`src/rtl/uart_msg_ctrl.sv`:
```
// Message sequencer in front of a UART Tx/Rx pair: sends an NBYTES message over the
// Tx_WR/Tx_BUSY handshake while collecting NBYTES received bytes into rx_msg.
module uart_msg_ctrl #(
    parameter int NBYTES      = 4,
    parameter int ACK_TIMEOUT = 16,
    parameter int RX_TIMEOUT  = 65535
) (
    input  logic                clk,
    input  logic                reset,
    input  logic                start,
    input  logic [8*NBYTES-1:0] tx_msg,
    output logic [7:0]          Tx_DATA,
    output logic                Tx_WR,
    input  logic                Tx_BUSY,
    input  logic [7:0]          Rx_DATA,
    input  logic                Rx_VALID,
    input  logic                Rx_FERROR,
    input  logic                Rx_PERROR,
    output logic [8*NBYTES-1:0] rx_msg,
    output logic                busy,
    output logic                done,
    output logic                err,
    output logic [1:0]          err_code
);
    localparam int SW = (NBYTES > 1) ? $clog2(NBYTES) : 1;
    localparam int IW = $clog2(NBYTES + 1);
    localparam int AW = $clog2(ACK_TIMEOUT + 1);
    localparam int RW = $clog2(RX_TIMEOUT + 1);
    localparam logic [SW-1:0] LAST_TX  = SW'(NBYTES - 1);
    localparam logic [IW-1:0] RX_FULL  = IW'(NBYTES);
    localparam logic [AW-1:0] ACK_LAST = AW'(ACK_TIMEOUT - 1);
    localparam logic [RW-1:0] RX_LAST  = RW'(RX_TIMEOUT - 1);

    typedef enum logic [2:0] {
        ST_IDLE      = 3'd0,
        ST_WRITE     = 3'd1,
        ST_WAIT_ACK  = 3'd2,
        ST_WAIT_DONE = 3'd3,
        ST_WAIT_RX   = 3'd4,
        ST_DONE      = 3'd5,
        ST_ERROR     = 3'd6
    } state_t;

    state_t                 state_r;
    logic [NBYTES-1:0][7:0] shadow_r;
    logic [NBYTES-1:0][7:0] rx_buf_r;
    logic [SW-1:0]          tx_idx_r;
    logic [IW-1:0]          rx_idx_r;
    logic [AW-1:0]          ack_cnt_r;
    logic [RW-1:0]          rx_cnt_r;
    logic                   rx_valid_r;

    logic capture_s;
    logic rx_take_s;
    logic rx_bad_s;
    logic rx_store_s;
    logic ack_to_s;
    logic rx_to_s;

    // Rx capture is live from WRITE through WAIT_RX; only a fresh rising edge of Rx_VALID counts.
    assign capture_s  = (state_r == ST_WRITE) || (state_r == ST_WAIT_ACK) ||
                        (state_r == ST_WAIT_DONE) || (state_r == ST_WAIT_RX);
    assign rx_take_s  = capture_s && Rx_VALID && !rx_valid_r && (rx_idx_r < RX_FULL);
    assign rx_bad_s   = rx_take_s && (Rx_FERROR || Rx_PERROR);
    assign rx_store_s = rx_take_s && !(Rx_FERROR || Rx_PERROR);
    assign ack_to_s   = (state_r == ST_WAIT_ACK) && !Tx_BUSY && (ack_cnt_r == ACK_LAST);
    assign rx_to_s    = (state_r == ST_WAIT_RX) && (rx_idx_r != RX_FULL) && !rx_store_s &&
                        (rx_cnt_r == RX_LAST);

    assign rx_msg = rx_buf_r;

    // Sequencer state, byte capture, counters and all registered outputs.
    always_ff @(posedge clk) begin
        if (reset) begin
            state_r    <= ST_IDLE;
            shadow_r   <= '0;
            rx_buf_r   <= '0;
            tx_idx_r   <= '0;
            rx_idx_r   <= '0;
            ack_cnt_r  <= '0;
            rx_cnt_r   <= '0;
            rx_valid_r <= 1'b0;
            Tx_DATA    <= 8'h00;
            Tx_WR      <= 1'b0;
            busy       <= 1'b0;
            done       <= 1'b0;
            err        <= 1'b0;
            err_code   <= 2'b00;
        end else begin
            rx_valid_r <= Rx_VALID;
            Tx_WR      <= 1'b0;
            done       <= 1'b0;
            if (rx_store_s) begin
                rx_buf_r[rx_idx_r[SW-1:0]] <= Rx_DATA;
                rx_idx_r                   <= rx_idx_r + IW'(1);
                rx_cnt_r                   <= '0;
            end
            // Coincident faults resolve as rx error, then ack timeout, then rx timeout.
            if (rx_bad_s || ack_to_s || rx_to_s) begin
                state_r <= ST_ERROR;
                err     <= 1'b1;
                if (rx_bad_s) begin
                    err_code <= 2'b01;
                end else if (ack_to_s) begin
                    err_code <= 2'b10;
                end else begin
                    err_code <= 2'b11;
                end
            end else begin
                case (state_r)
                    ST_IDLE: begin
                        if (start) begin
                            shadow_r  <= tx_msg;
                            rx_buf_r  <= '0;
                            err       <= 1'b0;
                            err_code  <= 2'b00;
                            tx_idx_r  <= '0;
                            rx_idx_r  <= '0;
                            ack_cnt_r <= '0;
                            rx_cnt_r  <= '0;
                            busy      <= 1'b1;
                            Tx_DATA   <= tx_msg[7:0];
                            Tx_WR     <= 1'b1;
                            state_r   <= ST_WRITE;
                        end
                    end
                    ST_WRITE: begin
                        ack_cnt_r <= '0;
                        state_r   <= ST_WAIT_ACK;
                    end
                    ST_WAIT_ACK: begin
                        if (Tx_BUSY) begin
                            state_r <= ST_WAIT_DONE;
                        end else begin
                            ack_cnt_r <= ack_cnt_r + AW'(1);
                        end
                    end
                    ST_WAIT_DONE: begin
                        if (!Tx_BUSY) begin
                            if (tx_idx_r == LAST_TX) begin
                                state_r <= ST_WAIT_RX;
                            end else begin
                                tx_idx_r <= tx_idx_r + SW'(1);
                                Tx_DATA  <= shadow_r[tx_idx_r + SW'(1)];
                                Tx_WR    <= 1'b1;
                                state_r  <= ST_WRITE;
                            end
                        end
                    end
                    ST_WAIT_RX: begin
                        if (rx_idx_r == RX_FULL) begin
                            done    <= 1'b1;
                            state_r <= ST_DONE;
                        end else if (!rx_store_s) begin
                            rx_cnt_r <= rx_cnt_r + RW'(1);
                        end
                    end
                    ST_DONE: begin
                        busy    <= 1'b0;
                        state_r <= ST_IDLE;
                    end
                    ST_ERROR: begin
                        busy    <= 1'b0;
                        state_r <= ST_IDLE;
                    end
                    default: begin
                        busy    <= 1'b0;
                        state_r <= ST_IDLE;
                    end
                endcase
            end
        end
    end
endmodule

```
`config.mk`:
```
export PLATFORM = sky130hd
export DESIGN_NAME = uart_msg_ctrl
export DESIGN_NICKNAME = d
export VERILOG_FILES = /design/src/rtl/uart_msg_ctrl.sv
export SDC_FILE = /design/constraint.sdc
export NUM_CORES = 1
export LEC_CHECK = 0
export CAP_MARGIN = 20
export CORE_MARGIN = 3
export CORE_UTILIZATION = 56
export CTS_CLUSTER_SIZE = 40
export DETAILED_ROUTE_END_ITERATION = 8
export PLACE_DENSITY = 0.89
export SLEW_MARGIN = 40
export SYNTH_ARGS = -nofsm -noshare
export SYNTH_HDL_FRONTEND = slang
export SYNTH_SLANG_ARGS = --single-unit
```
`constraint.sdc`:
```
create_clock -name clk -period 6 [get_ports clk]
set_clock_uncertainty 0.15 [all_clocks]
set_input_delay 1.5 -clock clk [delete_from_list [all_inputs] [get_ports clk]]
set_output_delay 1.5 -clock clk [all_outputs]
set_load 0.03 [all_outputs]
```
==> results of run 1 <==
state kept, by name (all words and copies together), names as in the netlist:
register    count
rx_msg         32
shadow_r       32
rx_cnt_r       16
Tx_DATA         8
ack_cnt_r       5
rx_idx_r        3
state_r         3
err_code        2
tx_idx_r        2
Tx_WR           1
busy            1
done            1
err             1
rx_valid_r      1
cells in the mapped netlist (3+ instances only):
master    count  area share (%)
a311oi_1      4            0.72
mux4_2        8             3.7
nand3_1      42             4.3
buf_4         3            0.46
nor2_1       28             2.2
mux2i_1       9             1.9
nor4_1        3            0.39
nor2b_1       5            0.65
nand4_1       5            0.65
a41oi_1       5            0.90
inv_1        13             1.0
clkbuf_1     27             2.1
nor3_1        4            0.41
ha_1          9             2.3
o21ai_0      14             1.4
mux2_2        8             1.9
or2_2         4            0.52
dfxtp_1     108              45
buf_2        12             1.2
or3_1         5            0.65
a21oi_1      81             8.4
a211oi_1      7             1.1
a31oi_1      10             1.3
and3_1        8             1.0
nand2_1     121             9.4
nand3b_1      3            0.46
path summary, 6_finish.rpt:
check                           cells after the start         start  slack [ns]           end
worst max-delay path                                6      Rx_VALID        2.17    Tx_DATA[0]
worst min-delay path                                2  shadow_r[24]        0.31  shadow_r[24]
worst max register to register                      5    state_r[2]        2.82    Tx_DATA[0]
worst min register to register                      2  shadow_r[24]        0.31  shadow_r[24]
worst max-delay path: stages:
cell and delay, ns:
clkdlybuf4s50_1 0.50, or3b_1 0.46, a211oi_2 0.46, or4b_1 0.62, mux2i_1 0.33, nor2_1 0.06
layout by cell type (no fill, tap or decap), drive strengths merged, types with 8 or more instances in the layout:
cell / Yosys / final
nand3: 42 / 42
inv: 13 / 17
a21oi: 81 / 81
nand2: 121 / 121
clkdlybuf4s50: 0 / 91
a211oi: 9 / 9
ha: 9 / 9
mux2: 8 / 8
mux4: 8 / 8
mux2i: 9 / 9
nor2: 29 / 29
a31oi: 10 / 10
clkbuf: 27 / 9
o21ai: 14 / 14
and3: 8 / 8
dfxtp: 108 / 108
cell type report:
type | count | area share, %
multi-input cells | 417 | 41.3
flip-flops and latches | 108 | 36.1
repair buffers | 98 | 16.0
well taps | 105 | 2.19
clock buffers | 9 | 2.07
clock inverters | 7 | 1.48
inverters | 13 | 0.815
cell families after synthesis:
logic type	after synthesis
DFF	108
xor gates and xnor gates	2
buffers and inverters	55
and+or+nand+nor	243
muxes	25
adders and majority gates	9
AOI/OAI and AO/OA	138
power groups by stage:
stage	sequential, W	clock [W]	combinational [W]
6_report	0.000861	0.000460	0.000558
4_1_cts	0.000858	0.000464	0.000551
3_5_place_dp	0.000873	0	0.000547
5_1_grt	0.000870	0.000495	0.000606
2_1_floorplan	0.000883	0	0.000377
3_3_place_gp	0.000867	0	0.000529
metrics by stage:
| stage | hold WS (ns) | area, µm² |
|---|---|---|
| 5_1_grt | 0.331 | 5990 |
| 3_3_place_gp | 0.289 | 5760 |
| 6_report | 0.310 | 5990 |
| 2_1_floorplan | 0.274 | 4850 |
| 4_1_cts | 0.311 | 5980 |
| 3_5_place_dp | 0.295 | 5770 |
routing by layer:
metal | global-route usage (%) | up-vias | wire length (µm)
met4 | 9.77 | 0 | 252
met2 | 41.2 | 230 | 6010
li1 | - | 2178 | -
met5 | 0 | - | 0
met1 | 31.5 | 2093 | 5010
met3 | 3.96 | 25 | 967
==> impl_metrics.csv, run 1 <==
group,metric,value,unit
sta,layout_worst_path_cycle_share,63.9,%
cells_and_area,utilization,72.2,%
sta,min_period,3.83,ns
floorplanning,initial_core_util,58.4,%
route,drt.antenna.violating_nets,0,
sta,slew_viol_final,0,
route,vias_per_cell,5.98,
power,p_total,0.00188,W
synthesis,synth_compound_area_share,17.2,%
place,gp_congestion,0.887,
sta,rsz0062_at_grt,"false",
clock_network,clk_pin_slew,0.11,ns
clock_network,numCtsBuffers,9,
clock_network,cts_tree,"built",
place,place_inst,741,
route,wire_per_inst,16.2,µm
grt,grt_pass1_vias,4275,
clock_network,cts_buffer_depth,2,
floorplanning,die_w,99.0,µm
clock_network,htreeDepth,3,
power,p_leak,2.03,nW
cells_and_area,seq_area,2160,µm²
synthesis,synth.distinct_cells,50,
cells_and_area,insertedDiodeCount,0,
grt,grt_max_degree,62,
synthesis,synth-simple-area-share,23.3,%
place,pre_cts_ws,1.61,ns
synthesis,avgSynthCellArea,8.36,µm²
sta,setup_viol,0,
clock_network,post-cts-setup-buffers,0,
synthesis,synth_nets,636,
synthesis,ys_ff_latch,108,
floorplanning,num_rows,33,
critical_path,cp_max_fo,12,
cells_and_area,area_delta_synth_final,23.6,%
clock_network,clock_latency,0.39,ns
power,p_seq_share,45.8,%
cells_and_area,multi_input_area,2470,µm²
floorplanning,ios,93,
synthesis,ys.flop_type,"dfxtp_1",
floorplanning,fp.dieH,99.0,µm
route,post-route-drc-count,0,
clock_network,clock_sinks,108,
floorplanning,fp.coreArea,8300,µm²
route,dr.pass1.iters,5,
cells_and_area,final_nets,703,
critical_path,criticalPathCategory,"input port to flop",
critical_path,crit_path_end_kind,"flop",
run,cap_violations,0,
critical_path,cp.arrival,3.94,ns
grt,grt_pass1_wl,19900,µm
synthesis,synthAdderAreaFrac,2.32,%
synthesis,syn-cell-area,4850,µm²
synthesis,async_reset_ff_share,0,%
run_status,status,"finished, final reports clean",
sta,relSlewSlack,50.1,%
clock_network,root_buffer,"clkbuf_8",
hold_path,hp-class,"flop to flop",
sta,hold_viol,0,
critical_path,required,6.11,ns
synthesis,yosysSeqAreaShare,44.6,%
sta,max_slew.worst_pin.slew,0.748,ns
synthesis,synthCells,580,
place,dp_hpwl,8350,µm
power,clock_power_share,24.5,%
sta,fmax,0.261,GHz
clock_network,cts_hold_buf,0,
sta,finalSetupTns,0,ns
synthesis,synth_edf_count,0,
power,p_int,0.00119,W
synthesis,synth_xor_area_share,0.361,%
grt,grt_usage,24.5,%
synthesis,synth.area.mux_share,7.43,%
floorplanning,die-area,9810,µm²
place,port_buffers,92,
sta,finalWorstSetupSlack,2.17,ns
cells_and_area,nFillCells,601,
grt,antenna_found_initial,0,
grt,gr-total-overflow,0,
cells_and_area,drive_above_1_share,8.59,%
route,vias,4526,
synthesis,synth_top_family_by_area,"simple AND/OR/NAND/NOR gates",
power,switchingPower,0.000692,W
cells_and_area,stdcell_count,757,
power,ir_worst_vdd,240,µV
power,combinationalPowerShare,29.7,%
synthesis,yosys_warnings,0,
power,netSwitchingFraction,36.8,%
route,dr.first_iter.drc_count,270,
clock_network,cts_resized,0,
power,p_per_area,314,nW/µm²
route,routed_wirelength,12200,µm
critical_path,start_kind,"input port",
Power figures use the tool's default switching activity.
==> run 2, diff against run 1 <==
CORE_UTILIZATION = 47   (was 56)
PLACE_DENSITY = 0.8   (was 0.89)
clock period = 3.4 ns   (was 6 ns; I/O delays follow)
==> impl_metrics.csv, run 2 (synthesized netlist as in run 1, its figures left out) <==
group,metric,value,unit
run_status,status,"finished, final reports clean",
cells_and_area,stdcell_count,790,
grt,antenna_found_initial,0,
power,p_per_area,541,nW/µm²
critical_path,critPathMaxStageDelay,0.60,ns
clock_network,clock_latency,0.37,ns
cells_and_area,insertedDiodeCount,0,
clock_network,post-cts-setup-buffers,0,
power,p_leak,2.04,nW
sta,slew_viol_final,0,
cells_and_area,drive_above_1_share,8.83,%
grt,grt_usage,20.7,%
critical_path,start_kind,"input port",
clock_network,cts_resized,0,
route,post-route-drc-count,0,
cells_and_area,final_nets,708,
clock_network,clock_sinks,108,
clock_network,root_buffer,"clkbuf_8",
cells_and_area,final_common_cell,"nand2_1",
cells_and_area,nFillCells,873,
run,cap_violations,0,
grt,grt_max_degree,47,
critical_path,crit_path_end_kind,"flop",
sta,setup_viol,0,
route,routed_wirelength,11900,µm
route,vias_per_cell,5.60,
route,drt.antenna.violating_nets,0,
route,dr.pass1.iters,5,
critical_path,criticalPathCategory,"input port to flop",
route,wire_per_inst,15.0,µm
floorplanning,initial_core_util,48.9,%
clock_network,cts_buffer_depth,2,
place,gp_congestion,0.885,
sta,fmax,0.332,GHz
place,dp_hpwl,8500,µm
sta,rsz0062_at_grt,"false",
sta,max_slew.worst_pin.slew,0.712,ns
floorplanning,ios,93,
sta,finalSetupTns,0,ns
cells_and_area,final_cell_mix,"nand2_1 (121), dfxtp_1 (108), clkdlybuf4s50_1 (91), a21oi_1 (81), nand3_1 (42)",
place,place_inst,774,
floorplanning,die_w,108,µm
clock_network,htreeDepth,3,
route,dr.first_iter.drc_count,209,
power,ir_worst_vdd,291,µV
grt,gr-total-overflow,0,
hold_path,hp-class,"flop to flop",
sta,min_period,3.01,ns
place,port_buffers,92,
floorplanning,fp.dieH,108,µm
sta,relSlewSlack,52.5,%
sta,hold_viol,0,
sta,layout_worst_path_cycle_share,88.7,%
clock_network,cts_tree,"built",
critical_path,crit_chain,"clkdlybuf4s50_1 -> or3b_1 -> and3_1 -> a31oi_1 -> nor3b_2 -> a311oi_1",
clock_network,clk_pin_slew,0.11,ns
critical_path,cp_max_fo,9,
clock_network,numCtsBuffers,9,
route,vias,4423,
grt,grt_pass1_wl,19600,µm
grt,grt_pass1_vias,4211,
cells_and_area,area_delta_synth_final,24.5,%
critical_path,required,3.47,ns
floorplanning,num_rows,36,
floorplanning,fp.coreArea,9910,µm²
critical_path,cpMaxStageDelayCell,"nor3b_2",
clock_network,cts_hold_buf,0,
critical_path,cp.arrival,3.09,ns
floorplanning,die-area,11600,µm²
==> run 2: cell types whose count changed in the layout (fill, tap and decap cells not counted), sizes merged <==
cell / before / now
clkinvlp: 0 / 1
clkinv: 3 / 1
buf: 7 / 12
clkbuf: 9 / 10
==> run 2: path summary, 6_finish.rpt <==
check	start	to	slack (ns)	cells after the start
hold / removal	ack_cnt_r[4]	ack_cnt_r[4]	0.31	2
setup reg to reg	state_r[2]	tx_idx_r[0]	0.51	6
hold reg to reg	ack_cnt_r[4]	ack_cnt_r[4]	0.31	2
setup / recovery	Rx_VALID	rx_cnt_r[13]	0.39	6
==> run 2: where the power goes <==
part	leakage [nW]	internal (W)	switching, W
Combinational	1.07	0.000413	0.000573
Clock	0.0958	0.000301	0.000462
Sequential	0.877	0.00140	0.000121
Total	2.04	0.00211	0.00116
==> run 2: cell type report <==
class                           count  area, µm²  area share (%)
Clock inverter                      6       53.8           0.892
Multi-Input combinational cell    417       2450            40.7
Timing Repair Buffer              103       1010            16.8
Tap cell                          133        166            2.76
Clock buffer                       10        138            2.28
Inverter                           13       48.8           0.809
Sequential cell                   108       2160            35.8
==> run 2: metrics by stage <==
step	setup WS, ns	hold slack [ns]	total power [W]	area (µm²)	util, %
finish	0.386	0.309	0.00327	6030	60.9
global placement	0.151	0.289	0.00249	5840	59.0
floorplan	0.869	0.274	0.00222	4850	-
CTS	0.416	0.311	0.00328	6030	60.9
detailed placement	0.0320	0.296	0.00252	5840	59.0
global route	0.266	0.330	0.00345	6030	60.9
==> run 2: worst max-delay path, delay by kind of cell <==
kind | cells | cell delay (ns)
AOI/OAI and AO/OA | 2 | 0.45
and+or+nand+nor | 3 | 1.28
buffers and inverters | 1 | 0.49
==> run 2: metal layers <==
| metal | track usage [%] | vias up | wire length (µm) |
|---|---|---|---|
| met5 | 0 | - | 0 |
| met4 | 7.57 | 0 | 218 |
| met3 | 2.70 | 17 | 744 |
| met2 | 35.2 | 158 | 5870 |
| met1 | 26.9 | 2074 | 5040 |
| li1 | - | 2174 | - |
